<file path="config.mk">
export PLATFORM = sky130hd
export DESIGN_NAME = cpld_spi_responder
export DESIGN_NICKNAME = d
export VERILOG_FILES = /design/src/rtl/cpld_spi_responder_pkg.sv /design/src/rtl/cpld_spi_responder_spi_sync.sv /design/src/rtl/cpld_spi_responder.sv
export SDC_FILE = /design/constraint.sdc
export NUM_CORES = 1
export LEC_CHECK = 0
export ABC_AREA = 1
export BUFFER_PORTS_ARGS = -buffer_cell sky130_fd_sc_hd__buf_2
export CAP_MARGIN = 20
export CORE_MARGIN = 2
export CORE_UTILIZATION = 55
export CTS_BUF_LIST = sky130_fd_sc_hd__clkbuf_16
export CTS_CLUSTER_DIAMETER = 120
export DETAILED_ROUTE_END_ITERATION = 8
export GPL_TIMING_DRIVEN = 0
export PLACE_DENSITY = 0.74
export SLEW_MARGIN = 25
export SYNTH_ARGS = -nofsm -noshare
export SYNTH_HDL_FRONTEND = slang
export SYNTH_SLANG_ARGS = --single-unit
export TNS_END_PERCENT = 5
</file>
<file path="constraint.sdc">
create_clock -name sysclk -period 2.3 [get_ports sysclk]
set_clock_uncertainty 0.05 [all_clocks]
set_input_delay 0.69 -clock sysclk [delete_from_list [all_inputs] [get_ports sysclk]]
set_output_delay 0.69 -clock sysclk [all_outputs]
set_load 0.005 [all_outputs]
</file>
<file path="src/rtl/cpld_spi_responder_pkg.sv">
`default_nettype none
// +--------------------------------------------------------------------+
// | Module      : cpld_spi_responder_pkg                               |
// | Description : Shared constants and types for the DSP-facing SPI    |
// |               responder: register addresses, frame geometry and    |
// |               frame-state encoding.                                |
// | Revision    : 1.0 - initial release                                |
// +--------------------------------------------------------------------+
package cpld_spi_responder_pkg;

  // Register map (7-bit address space)
  localparam logic [6:0] ADDR_ID      = 7'h00;
  localparam logic [6:0] ADDR_STATUS  = 7'h01;
  localparam logic [6:0] ADDR_CTRL    = 7'h02;
  localparam logic [6:0] ADDR_SCRATCH = 7'h03;

  // Frame geometry: 8 command bits (RnW + address) then 8 data bits
  localparam int unsigned FRAME_LEN = 16;
  localparam int unsigned CMD_LEN   = 8;
  localparam int unsigned CNT_W     = 5;

  // Counter values seen on the rising edge that completes each phase
  localparam logic [CNT_W-1:0] CNT_CMD_LAST   = CNT_W'(CMD_LEN - 1);
  localparam logic [CNT_W-1:0] CNT_FRAME_LAST = CNT_W'(FRAME_LEN - 1);

  typedef enum logic [1:0] {
    ST_IDLE = 2'd0,
    ST_CMD  = 2'd1,
    ST_DATA = 2'd2,
    ST_DONE = 2'd3
  } state_t;

endpackage : cpld_spi_responder_pkg
`default_nettype wire

</file>
<file path="src/rtl/cpld_spi_responder_spi_sync.sv">
`default_nettype none
// +--------------------------------------------------------------------+
// | Module      : cpld_spi_responder_spi_sync                          |
// | Description : 2-flop synchronizer with registered rise/fall edge   |
// |               pulses. Edge pulses appear 3 clk cycles after the    |
// |               pin transition.                                      |
// | Revision    : 1.0 - initial release                                |
// +--------------------------------------------------------------------+
module cpld_spi_responder_spi_sync #(
  parameter logic RESET_VAL = 1'b0
) (
  input  logic clk,
  input  logic rst_n,
  input  logic i_d,
  output logic o_rise,
  output logic o_fall
);

  logic r_meta;
  logic r_sync;
  logic r_prev;
  logic r_rise;
  logic r_fall;

  // Synchronize the pin, then compare against the previous synchronized value
  always_ff @(posedge clk or negedge rst_n) begin
    if (!rst_n) begin
      r_meta <= RESET_VAL;
      r_sync <= RESET_VAL;
      r_prev <= RESET_VAL;
      r_rise <= 1'b0;
      r_fall <= 1'b0;
    end else begin
      r_meta <= i_d;
      r_sync <= r_meta;
      r_prev <= r_sync;
      r_rise <= r_sync & ~r_prev;
      r_fall <= ~r_sync & r_prev;
    end
  end

  assign o_rise = r_rise;
  assign o_fall = r_fall;

endmodule : cpld_spi_responder_spi_sync
`default_nettype wire

</file>
<file path="src/rtl/cpld_spi_responder.sv">
`default_nettype none
// +--------------------------------------------------------------------+
// | Module      : cpld_spi_responder                                   |
// | Description : Oversampling SPI mode-0 responder giving the DSP     |
// |               read access to ID/status and read/write access to    |
// |               the control and scratch registers.                   |
// | Revision    : 1.0 - initial release                                |
// +--------------------------------------------------------------------+
module cpld_spi_responder
  import cpld_spi_responder_pkg::*;
#(
  parameter logic [7:0] ID_VALUE   = 8'hA5,
  parameter logic [7:0] CTRL_RESET = 8'h00
) (
  input  logic       sysclk,
  input  logic       reset_INV,
  input  logic       spi_clk,
  input  logic       spi_mosi,
  input  logic       spi_cs_INV,
  output logic       spi_miso,
  input  logic [7:0] status,
  output logic [7:0] ctrl,
  output logic       ctrl_wr
);

  logic             w_sck_rise;
  logic             w_sck_fall;
  logic             w_cs_rise;
  logic             w_cs_fall;

  logic             r_mosi_meta;
  logic             r_mosi_s2;
  logic [7:0]       r_status_meta;
  logic [7:0]       r_status_s2;

  state_t           r_state;
  logic [CNT_W-1:0] r_cnt;
  logic [7:0]       r_shift;
  logic [7:0]       r_tx;
  logic             r_rnw;
  logic [6:0]       r_addr;
  logic             r_miso;
  logic [7:0]       r_ctrl;
  logic             r_ctrl_wr;
  logic [7:0]       r_scratch;

  logic [7:0]       w_cmd;
  logic [7:0]       w_wdata;
  logic [7:0]       w_rd_data;

  // SPI clock idles low (mode 0); chip select idles high
  cpld_spi_responder_spi_sync #(.RESET_VAL(1'b0)) u_sync_sck (
    .clk    (sysclk),
    .rst_n  (reset_INV),
    .i_d    (spi_clk),
    .o_rise (w_sck_rise),
    .o_fall (w_sck_fall)
  );

  cpld_spi_responder_spi_sync #(.RESET_VAL(1'b1)) u_sync_cs (
    .clk    (sysclk),
    .rst_n  (reset_INV),
    .i_d    (spi_cs_INV),
    .o_rise (w_cs_rise),
    .o_fall (w_cs_fall)
  );

  // Plain 2-flop synchronizers for data in and board status
  always_ff @(posedge sysclk or negedge reset_INV) begin
    if (!reset_INV) begin
      r_mosi_meta   <= 1'b0;
      r_mosi_s2     <= 1'b0;
      r_status_meta <= 8'h00;
      r_status_s2   <= 8'h00;
    end else begin
      r_mosi_meta   <= spi_mosi;
      r_mosi_s2     <= r_mosi_meta;
      r_status_meta <= status;
      r_status_s2   <= r_status_meta;
    end
  end

  // Byte completed by the current rising edge (shift register plus incoming bit)
  assign w_cmd   = {r_shift[6:0], r_mosi_s2};
  assign w_wdata = {r_shift[6:0], r_mosi_s2};

  // Read mux, addressed by the command byte as it completes
  always_comb begin
    w_rd_data = 8'h00;
    case (w_cmd[6:0])
      ADDR_ID:      w_rd_data = ID_VALUE;
      ADDR_STATUS:  w_rd_data = r_status_s2;
      ADDR_CTRL:    w_rd_data = r_ctrl;
      ADDR_SCRATCH: w_rd_data = r_scratch;
      default:      w_rd_data = 8'h00;
    endcase
  end

  // Frame FSM with registers; the clock edge is handled before a CS rise so a
  // coincident 16th edge still commits its write
  always_ff @(posedge sysclk or negedge reset_INV) begin
    if (!reset_INV) begin
      r_state   <= ST_IDLE;
      r_cnt     <= '0;
      r_shift   <= 8'h00;
      r_tx      <= 8'h00;
      r_rnw     <= 1'b0;
      r_addr    <= 7'h00;
      r_miso    <= 1'b0;
      r_ctrl    <= CTRL_RESET;
      r_ctrl_wr <= 1'b0;
      r_scratch <= 8'h00;
    end else begin
      r_ctrl_wr <= 1'b0;
      case (r_state)
        ST_IDLE: begin
          r_cnt  <= '0;
          r_miso <= 1'b0;
          if (w_cs_fall) begin
            r_state <= ST_CMD;
          end
        end
        ST_CMD: begin
          if (w_sck_rise) begin
            r_shift <= w_cmd;
            r_cnt   <= r_cnt + 1'b1;
            if (r_cnt == CNT_CMD_LAST) begin
              r_state <= ST_DATA;
              r_rnw   <= w_cmd[7];
              r_addr  <= w_cmd[6:0];
              r_tx    <= w_rd_data;
            end
          end
        end
        ST_DATA: begin
          if (w_sck_fall && r_rnw) begin
            r_miso <= r_tx[7];
            r_tx   <= {r_tx[6:0], 1'b0};
          end
          if (w_sck_rise) begin
            r_shift <= w_wdata;
            r_cnt   <= r_cnt + 1'b1;
            if (r_cnt == CNT_FRAME_LAST) begin
              r_state <= ST_DONE;
              r_miso  <= 1'b0;
              if (!r_rnw) begin
                if (r_addr == ADDR_CTRL) begin
                  r_ctrl    <= w_wdata;
                  r_ctrl_wr <= 1'b1;
                end else if (r_addr == ADDR_SCRATCH) begin
                  r_scratch <= w_wdata;
                end
              end
            end
          end
        end
        ST_DONE: begin
          r_miso <= 1'b0;
        end
        default: begin
          r_state <= ST_IDLE;
        end
      endcase
      if (w_cs_rise) begin
        r_state <= ST_IDLE;
        r_cnt   <= '0;
        r_miso  <= 1'b0;
      end
    end
  end

  assign spi_miso = r_miso;
  assign ctrl     = r_ctrl;
  assign ctrl_wr  = r_ctrl_wr;

endmodule : cpld_spi_responder
`default_nettype wire

</file>
**Word-level counts from Yosys, hierarchy flattened**

Cells that the tools add are included.

- Bits in registers: 76
- Output and inout bits: 10
- Logic and storage cells: 95

- Add/sub/neg operators: 1
- Equal/unequal tests: 19
- Mux-type cells: 25
- Bitwise operators: 10
- Reduce and logical (&&, ||, !) cells: 16

Operators by type and width:

| kind | count |
|---|---|
| 8-bit case mux with 4 select lines | 1 |
| 7-bit by 2-bit == test with 1-bit output, second input constant | 4 |
| 8-bit two-way mux | 3 |
| 8-bit case mux with 2 select lines | 1 |
| 2-bit two-way mux | 6 |
| 3-bit by 1-bit != test with 1-bit output, second input constant | 4 |
| 6-bit AND reduction | 2 |
| 5-bit two-way mux | 2 |
| 5-bit case mux with 2 select lines | 1 |
| 1-bit two-way mux | 9 |
| 7-bit by 1-bit == test with 1-bit output, second input constant | 1 |
| 7-bit logical NOT | 1 |
| 3-bit by 2-bit != test with 1-bit output, second input constant | 2 |
| 1-bit NOT | 6 |
| 2-bit case mux with 3 select lines | 1 |
| 3-bit nonzero test | 2 |
| 5-bit by 1-bit adder with 5-bit output, second input constant | 1 |
| 5-bit by 3-bit == test with 1-bit output, second input constant | 1 |
| 5-bit by 4-bit == test with 1-bit output, second input constant | 1 |
| 5-bit AND reduction | 1 |
| 1-bit AND | 4 |
| 2-bit == test, second input constant | 2 |
| 2-bit != test, second input constant | 2 |
| 2-bit AND reduction | 2 |
| 10 further kinds | 11 |

**Logic depth before layout (Yosys ltp)**

Gate-level depths: netlist (run 1).

- Depth in word-level cells: 6
- Depth in mapped cells: 10
- Gate-level depth less buffers: 9

**By module**

From an unflattened synthesis (run 1), not the netlist that was laid out.

- Cells, all modules: 336
- Area total of the unflattened synthesis: 3213.1 um2

By module, submodules not included:

| module | times used | cells each | area each (um2) | seq. area each (um2) |
|---|---|---|---|---|
| cpld_spi_responder | 1 | 318 | 2929.1 | 1651.6 |
| cpld_spi_responder_spi_sync (u_sync_cs) | 1 | 9 | 143.9 | 128.9 |
| cpld_spi_responder_spi_sync (u_sync_sck) | 1 | 9 | 140.1 | 125.1 |

**Least setup slack after synthesis (run 1)**

OpenSTA, ideal clock, no wires.

- Kind: register to register
- Start: register r_cnt[0]
- End: register r_ctrl[6] (netlist: ctrl[6])
- Library setup time: 0.119 ns
- Arrival: 1.526 ns
- Required time: 2.131 ns
- Path slack: 0.606 ns
- Stages on the path, launching flop included: 11
- Buffers on the path: 1
- Period minus slack after synthesis: 1.694 ns
- Cells stage by stage: dfrtp_1 ha_1 nand2_1 nor2_1 ha_1 nand2_1 nor3_4 nand3_2 buf_6 nand2_1 o21ai_2

- Cells in the longest elaborated chain, start to end: 2

RTL lines:

| element | line | text |
|---|---|---|
| start: declaration | cpld_spi_responder.sv:37 | `logic [CNT_W-1:0] r_cnt;` |
| start signal: assignment | cpld_spi_responder.sv:126 | `r_cnt <= r_cnt + 1'b1;` |
| start signal: assignment | cpld_spi_responder.sv:142 | `r_cnt <= r_cnt + 1'b1;` |
| 5-bit by 4-bit == test with 1-bit output | cpld_spi_responder.sv:143 | `if (r_cnt == CNT_FRAME_LAST) begin` |
| 5-bit AND reduction (no line) | -- |  |
| end signal: assignment | cpld_spi_responder.sv:148 | `r_ctrl <= w_wdata;` |
| end: declaration | cpld_spi_responder.sv:43 | `logic [7:0] r_ctrl;` |

Every way passes these cells.
A chain may end at the register's enable or synchronous reset.

**Worst setup path in the final report (run 1)**

Ends and elaborated chain as after synthesis.

==> flow_metrics.tcl, run 1 <==
set metrics [dict create \
    status "completed" \
    ys_seq_area_frac 0.597 \
    synth_nets 352 \
    num_rows 27 \
    io_pins 23 \
    syn2layout_area_growth_pct 16.1 \
    cts.sinks 76 \
    post_cts_buffers 0 \
    cts_tree "yes" \
    grt_pass1_vias 2306 \
    clock_path_buffers 2 \
    tns_ps 0 \
    drc 0 \
    fmax_mhz 497 \
    slew_headroom 0.762 \
    h-tree-depth 3 \
    core_area_mm2 0.00554 \
    p_leak_uw 0.00187 \
    cts_resized 0 \
    synth_cell_types 30 \
    firstDrtPassIters 4 \
    syn_area_mm2 0.00319 \
    grt_max_degree 55 \
    regArea_mm2 0.00191 \
    io_buffers 22 \
    multi_input_area_mm2 0.00107 \
    vdd_drop_max_mv 0.645 \
    routed-via-count 2287 \
    crit_fanout 10 \
    grt_pass1_wl_um 11000 \
    power.density_mw_per_mm2 1070 \
    yosysTopAreaCell "dfrtp_1" \
    synthCells 332 \
    worst_setup_path_start_kind "register" \
    syn_area_per_cell_um2 9.62 \
    die_w_um 80.2 \
    fin_nets 386 \
    numCtsBuffers 9 \
    fin_crit_ps 2010 \
    ys_ff_latch 76 \
    drtIter0Drc 168 \
    die-area_mm2 0.00643 \
    grt_use_total 0.228 \
    cts_hold_buf 0 \
    grt_antenna_before_repair 0 \
    synth_area_leaders "dfrtp_1 57%, nand2_1 11%, nand3_1 5.5%, inv_1 3.6%, ha_1 2.7%" \
    crit_type "reg2reg" \
    hold_ws_ps 205 \
    antenna-diode-count 0 \
    cp.arrival_ps 2180 \
    drt_wl_total_um 6240 \
    synth_top_cell_area_share 0.572 \
    max_cap_violations 0 \
    routedWlPerCell_um 14.1 \
    hpwl_um 4290 \
    rsz0062_at_grt "false" \
    drive_gt1_frac 0.205 \
    fillers 453 \
    ant_nets 0 \
    overflow 0 \
    gp_congestion 0.842 \
    initial_core_util 0.576 \
    hold_viol 0 \
    timing.final.max_slew_violations 0 \
    clockRootBuffer "clkbuf_16" \
    worstSkewPairLatency_ps 320 \
    critPathCaptureType "register" \
    tightest_slew_ps 356 \
    path_clk_slew_ps 60 \
    hp-class "in2async" \
    crit_required_ps 2470 \
    finalSetupViolCount 0 \
    avgViaCountPerCell 5.16 \
    die_y_um 80.2 \
    yosysWarnings 0 \
    period_share 0.875 \
]
## report_power, final
group / internal [uW] / leakage [uW] / total (uW) / switching, uW
clock: 743 / 0.000129 / 1310 / 570
combinational: 342 / 0.000762 / 1060 / 715
sequential: 1500 / 0.000980 / 1610 / 109
total: 2580 / 0.00187 / 3980 / 1390
## kinds of logic after synthesis
family,Yosys count,share of synthesized area
buffers and inverters,47,0.0666
and+or+nand+nor,154,0.221
muxes,1,0.00313
AOI/OAI and AO/OA,47,0.0846
adders and majority gates,7,0.0274
DFF,76,0.597
## critical path, cell delays in order, from the launching register on
cell and delay [ps]:
dfrtp_1 390, ha_1 190, nand2_1 100, nor2_1 120, ha_1 160, nand2_1 140, nor3_4 190, nand3_2 210
buf_6 230, nand2_1 70, o21ai_2 50
## cell usage in the layout (no fill, tap or decap), types with 7 or more instances in the layout
| cell | Yosys | routed |
|---|---|---|
| nor2_1 | 12 | 12 |
| inv_2 | 7 | 7 |
| dfrtp_1 | 73 | 73 |
| nand3_1 | 35 | 35 |
| o21ai_2 | 8 | 8 |
| nand2_1 | 90 | 90 |
| ha_1 | 7 | 7 |
| inv_1 | 31 | 31 |
| o21ai_1 | 12 | 12 |
| o21ai_0 | 17 | 17 |
| a21oi_1 | 7 | 7 |
| clkbuf_16 | 0 | 9 |
| buf_2 | 1 | 22 |
## path summary, 6_finish.rpt
check	from	endpoint	slack (ps)	cells after the start
max	r_cnt[0]	ctrl[6]	290	10
min	reset_INV	r_state[1]	210	1
max reg2reg	r_cnt[0]	ctrl[6]	290	10
min reg2reg	u_sync_sck.r_meta	u_sync_sck.r_sync	300	0
max in group asynchronous	reset_INV	ctrl[6]	1450	2
min in group sysclk	u_sync_sck.r_meta	u_sync_sck.r_sync	300	0
## per-stage QoR
| stage | instance area (um^2) | power (uW) | setup slack (ps) | cells | utilization |
|---|---|---|---|---|---|
| 5_1_grt | 3710 | 4240 | 153 | 443 | 0.669 |
| 2_1_floorplan | 3190 | 2400 | 606 | 332 | - |
| 6_report | 3710 | 3980 | 287 | 443 | 0.669 |
| 3_5_place_dp | 3420 | 2680 | 327 | 427 | 0.618 |
| 3_3_place_gp | 3390 | 2640 | 41.3 | 426 | 0.612 |
| 4_1_cts | 3710 | 4000 | 267 | 443 | 0.669 |
## cells in the mapped netlist
| library cell | number |
|---|---|
| nor2_1 | 12 |
| nand3b_1 | 1 |
| dfstp_2 | 3 |
| inv_2 | 7 |
| buf_2 | 1 |
| o21ai_0 | 17 |
| buf_4 | 2 |
| nor3_1 | 1 |
| nand2_1 | 90 |
| nand3_2 | 3 |
| a211oi_1 | 1 |
| nand3_1 | 35 |
| nor3_4 | 1 |
| nand2_2 | 1 |
| nand4_1 | 3 |
| inv_1 | 31 |
| nor2_4 | 1 |
| inv_6 | 1 |
| a21oi_1 | 7 |
| nor4b_2 | 1 |
| clkbuf_1 | 2 |
| dfrtp_1 | 73 |
| nor2_2 | 3 |
| o22ai_1 | 2 |
| o21ai_2 | 8 |
| mux2i_1 | 1 |
| ha_1 | 7 |
| o21ai_1 | 12 |
| nor3_2 | 2 |
| buf_6 | 3 |
## sequential cells by signal (all words and copies together), names as in the netlist, 2 cells and up
register / cells
ctrl: 8
r_addr: 7
r_cnt: 5
r_scratch: 8
r_shift: 7
r_state: 2
r_status_meta: 8
r_status_s2: 8
r_tx: 8
## routing by layer
metal	up-vias	wire length (um)	global-route usage
li1	1140	-	-
met1	1090	2960	0.321
met2	50	2980	0.350
met3	7	205	0.0337
met4	0	96	0.110
met5	-	0	0
## cell type report
class | instances | area share
Clock inverter | 7 | 0.0155
Clock buffer | 9 | 0.0608
Multi-Input combinational cell | 209 | 0.290
Tap cell | 72 | 0.0243
Sequential cell | 76 | 0.514
Buffer | 8 | 0.0165
Timing Repair Buffer | 23 | 0.0378
Inverter | 39 | 0.0409
(Power assumes the default switching activity.)
==> inputs of run 2 (changes only) <==
--- a/config.mk
+++ b/config.mk
@@ -5,11 +5,10 @@
 export SDC_FILE = /design/constraint.sdc
 export NUM_CORES = 1
 export LEC_CHECK = 0
-export ABC_AREA = 1
 export BUFFER_PORTS_ARGS = -buffer_cell sky130_fd_sc_hd__buf_2
 export CAP_MARGIN = 20
 export CORE_MARGIN = 2
-export CORE_UTILIZATION = 55
+export CORE_UTILIZATION = 53
 export CTS_BUF_LIST = sky130_fd_sc_hd__clkbuf_16
 export CTS_CLUSTER_DIAMETER = 120
 export DETAILED_ROUTE_END_ITERATION = 8
==> constraint.sdc (replaced) <==
create_clock -name sysclk -period 1.65 [get_ports sysclk]
set_clock_uncertainty 0.05 [all_clocks]
set_input_delay 0.495 -clock sysclk [delete_from_list [all_inputs] [get_ports sysclk]]
set_output_delay 0.495 -clock sysclk [all_outputs]
set_load 0.005 [all_outputs]
==> run 2 against run 1 <==
Combinational power grew 32%; the flow now finishes with violations (negative setup slack); clock power grew 57%; sequential power rose by 42%; non-clock buffer count increased by 11; critical path depth decreased by 2; synthesized cell count fell by 30%.
==> flow_metrics.tcl, run 2 <==
set metrics [dict create \
    status "finished with violations" \
    failed_checks "negative setup slack" \
    die_w_um 80.9 \
    crit_type "reg2reg" \
    yosysTopAreaCell "dfrtp_1" \
    fmax_mhz 510 \
    rsz0062_at_grt "true" \
    synth_nets 253 \
    p_leak_uw 0.00188 \
    power.density_mw_per_mm2 1460 \
    hpwl_um 3700 \
    async_flop_share 1.00 \
    syn2layout_area_growth_pct 25.8 \
    fin_crit_ps 1960 \
    tightest_slew_ps 545 \
    num_rows 28 \
    period_share 1.19 \
    hp-class "in2async" \
    overflow 0 \
    fin_ws_ps -311 \
    synth_ff_type "dfrtp_1" \
    path_clk_slew_ps 60 \
    drive_gt1_frac 0.408 \
    grt_antenna_before_repair 0 \
    slew_headroom 0.637 \
    synth_cell_types 36 \
    layout_commonest_cell "dfrtp_1" \
    final_cells 357 \
    grt_max_degree 40 \
    antenna-diode-count 0 \
    io_buffers 22 \
    timing.final.max_slew_violations 0 \
    yosysMostFrequentCell "dfrtp_1" \
    initial_core_util 0.540 \
    firstDrtPassIters 6 \
    placedCellCount 331 \
    ys_ff_latch 76 \
    gp_congestion 0.776 \
    yosysWarnings 0 \
    worst_setup_path_start_kind "register" \
    numCtsBuffers 9 \
    syn_area_mm2 0.00314 \
    core_area_mm2 0.00582 \
    io_pins 23 \
    dpl_worst_slack_ps -541 \
    cts.sinks 76 \
    cp.arrival_ps 2130 \
    critPathCaptureType "register" \
    hold_viol 0 \
    die-area_mm2 0.00655 \
    routedWlPerCell_um 18.0 \
    drc 0 \
    die_y_um 80.9 \
    syn_area_per_cell_um2 13.5 \
    drt_wl_total_um 6440 \
    mostFrequentLayoutCells "72 x dfrtp_1, 22 x mux2_2, 21 x buf_2" \
    crit_required_ps 1820 \
    grt_pass1_wl_um 9850 \
    synth_area_leaders "dfrtp_1 58%, mux2_2 12%, mux2_4 3.8%, ha_1 2.8%, dfstp_2 2.5%" \
    synth_edf_count 0 \
    worstSkewPairLatency_ps 330 \
    avgViaCountPerCell 5.49 \
    cts_hold_buf 0 \
    finalSetupViolCount 34 \
    ant_nets 0 \
    clock_path_buffers 2 \
    max_cap_violations 0 \
    synthCells 233 \
    cts_tree "yes" \
    clockRootBuffer "clkbuf_16" \
    synth_top_cell_area_share 0.582 \
    power_uw 5750 \
    dpl_cell_area_mm2 0.00337 \
    routed-via-count 1960 \
    drtIter0Drc 147 \
    yosys-top-cells-count "73 x dfrtp_1, 34 x mux2_2, 18 x nand2_1" \
    fin_nets 297 \
    crit_fanout 4 \
    ys_seq_area_frac 0.607 \
    fin_area_mm2 0.00395 \
    h-tree-depth 3 \
    hold_ws_ps 84.2 \
    grt_pass1_vias 1914 \
    vdd_drop_max_mv 0.980 \
    grt_use_total 0.206 \
]
-- run 2: changes by cell type in the layout (fill, tap and decap cells not counted), moves of 7 or more --
cell and change:
mux2_4 +20, inv_1 -24, a22oi_1 +7, nand3_1 -35, o21ai_0 -12, nand2_1 -74, buf_4 +7, o21ai_2 -8
mux2_2 +22
-- run 2: path summary, 6_finish.rpt --
kind                                   from          endpoint  slack, ps  cells after the start
max in group asynchronous         reset_INV  u_sync_cs.r_prev        820                      2
min reg2reg                r_status_meta[5]    r_status_s2[5]        300                      0
min in group sysclk              spi_cs_INV  u_sync_cs.r_meta        210                      1
max reg2reg                      r_state[0]           ctrl[6]       -310                      8
max                              r_state[0]           ctrl[6]       -310                      8
min                               reset_INV    r_status_s2[3]         80                      1
-- run 2: what timing repair did --
action                                  in CTS  in global routing
gates resized for setup                     19                 26
endpoints found under the setup margin      42                 45
gates cloned                                 0                  1
setup buffers                                8                  1
pin swaps                                    7                  3
hold endpoints to repair                     0                  0
-- run 2: cell families (layout without fill, tap and decap cells) --
logic type,count (synthesis),in the layout,share of synthesized area
adder cells (fa/ha/maj),7,7,0.0279
buffers and inverters,17,66,0.0247
AO/OA/AOI/OAI,32,32,0.0642
AND/OR/NAND/NOR,53,53,0.0965
multiplexers,48,48,0.179
flip-flops,76,76,0.607
-- run 2: area by class of cell --
cell class,instances,area (um^2)
Clock inverter,7,91.3
Clock buffer,9,225
Inverter,8,30.0
Buffer,9,66.3
Tap cell,75,93.8
Sequential cell,76,1910
Timing Repair Buffer,33,241
Fill cell,423,1870
Multi-Input combinational cell,140,1290
-- run 2: worst max-delay path: stages (launching register included) --
cell and delay, ps:
dfrtp_1 390, inv_2 80, ha_4 150, nor4b_4 210, nand4_1 170, buf_4 180
nor2_4 140, clkbuf_16 170, mux2_4 290
-- run 2: report_power, final --
part,internal [uW],switching [uW],leakage [uW]
logic,703,701,0.000738
registers,2080,200,0.000981
clock network,1320,744,0.000157
-- run 2: layer usage --
| metal | part of all wire | GRT usage | vias to the layer above | wire, um |
|---|---|---|---|---|
| met3 | 0.032 | 0.0522 | 16 | 207 |
| met1 | 0.45 | 0.286 | 996 | 2930 |
| li1 | - | - | 906 | - |
| met2 | 0.48 | 0.307 | 42 | 3110 |
| met4 | 0.031 | 0.0966 | 0 | 198 |
| met5 | 0 | 0 | - | 0 |
-- run 2: stage by stage --
| stage | setup TNS [ps] | util |
|---|---|---|
| finish | -7180 | 0.679 |
| global route | -10410 | 0.679 |
| detailed placement | -13700 | 0.579 |
| floorplan | -2960 | - |
| global placement | -44370 | 0.575 |
| CTS | -5400 | 0.660 |
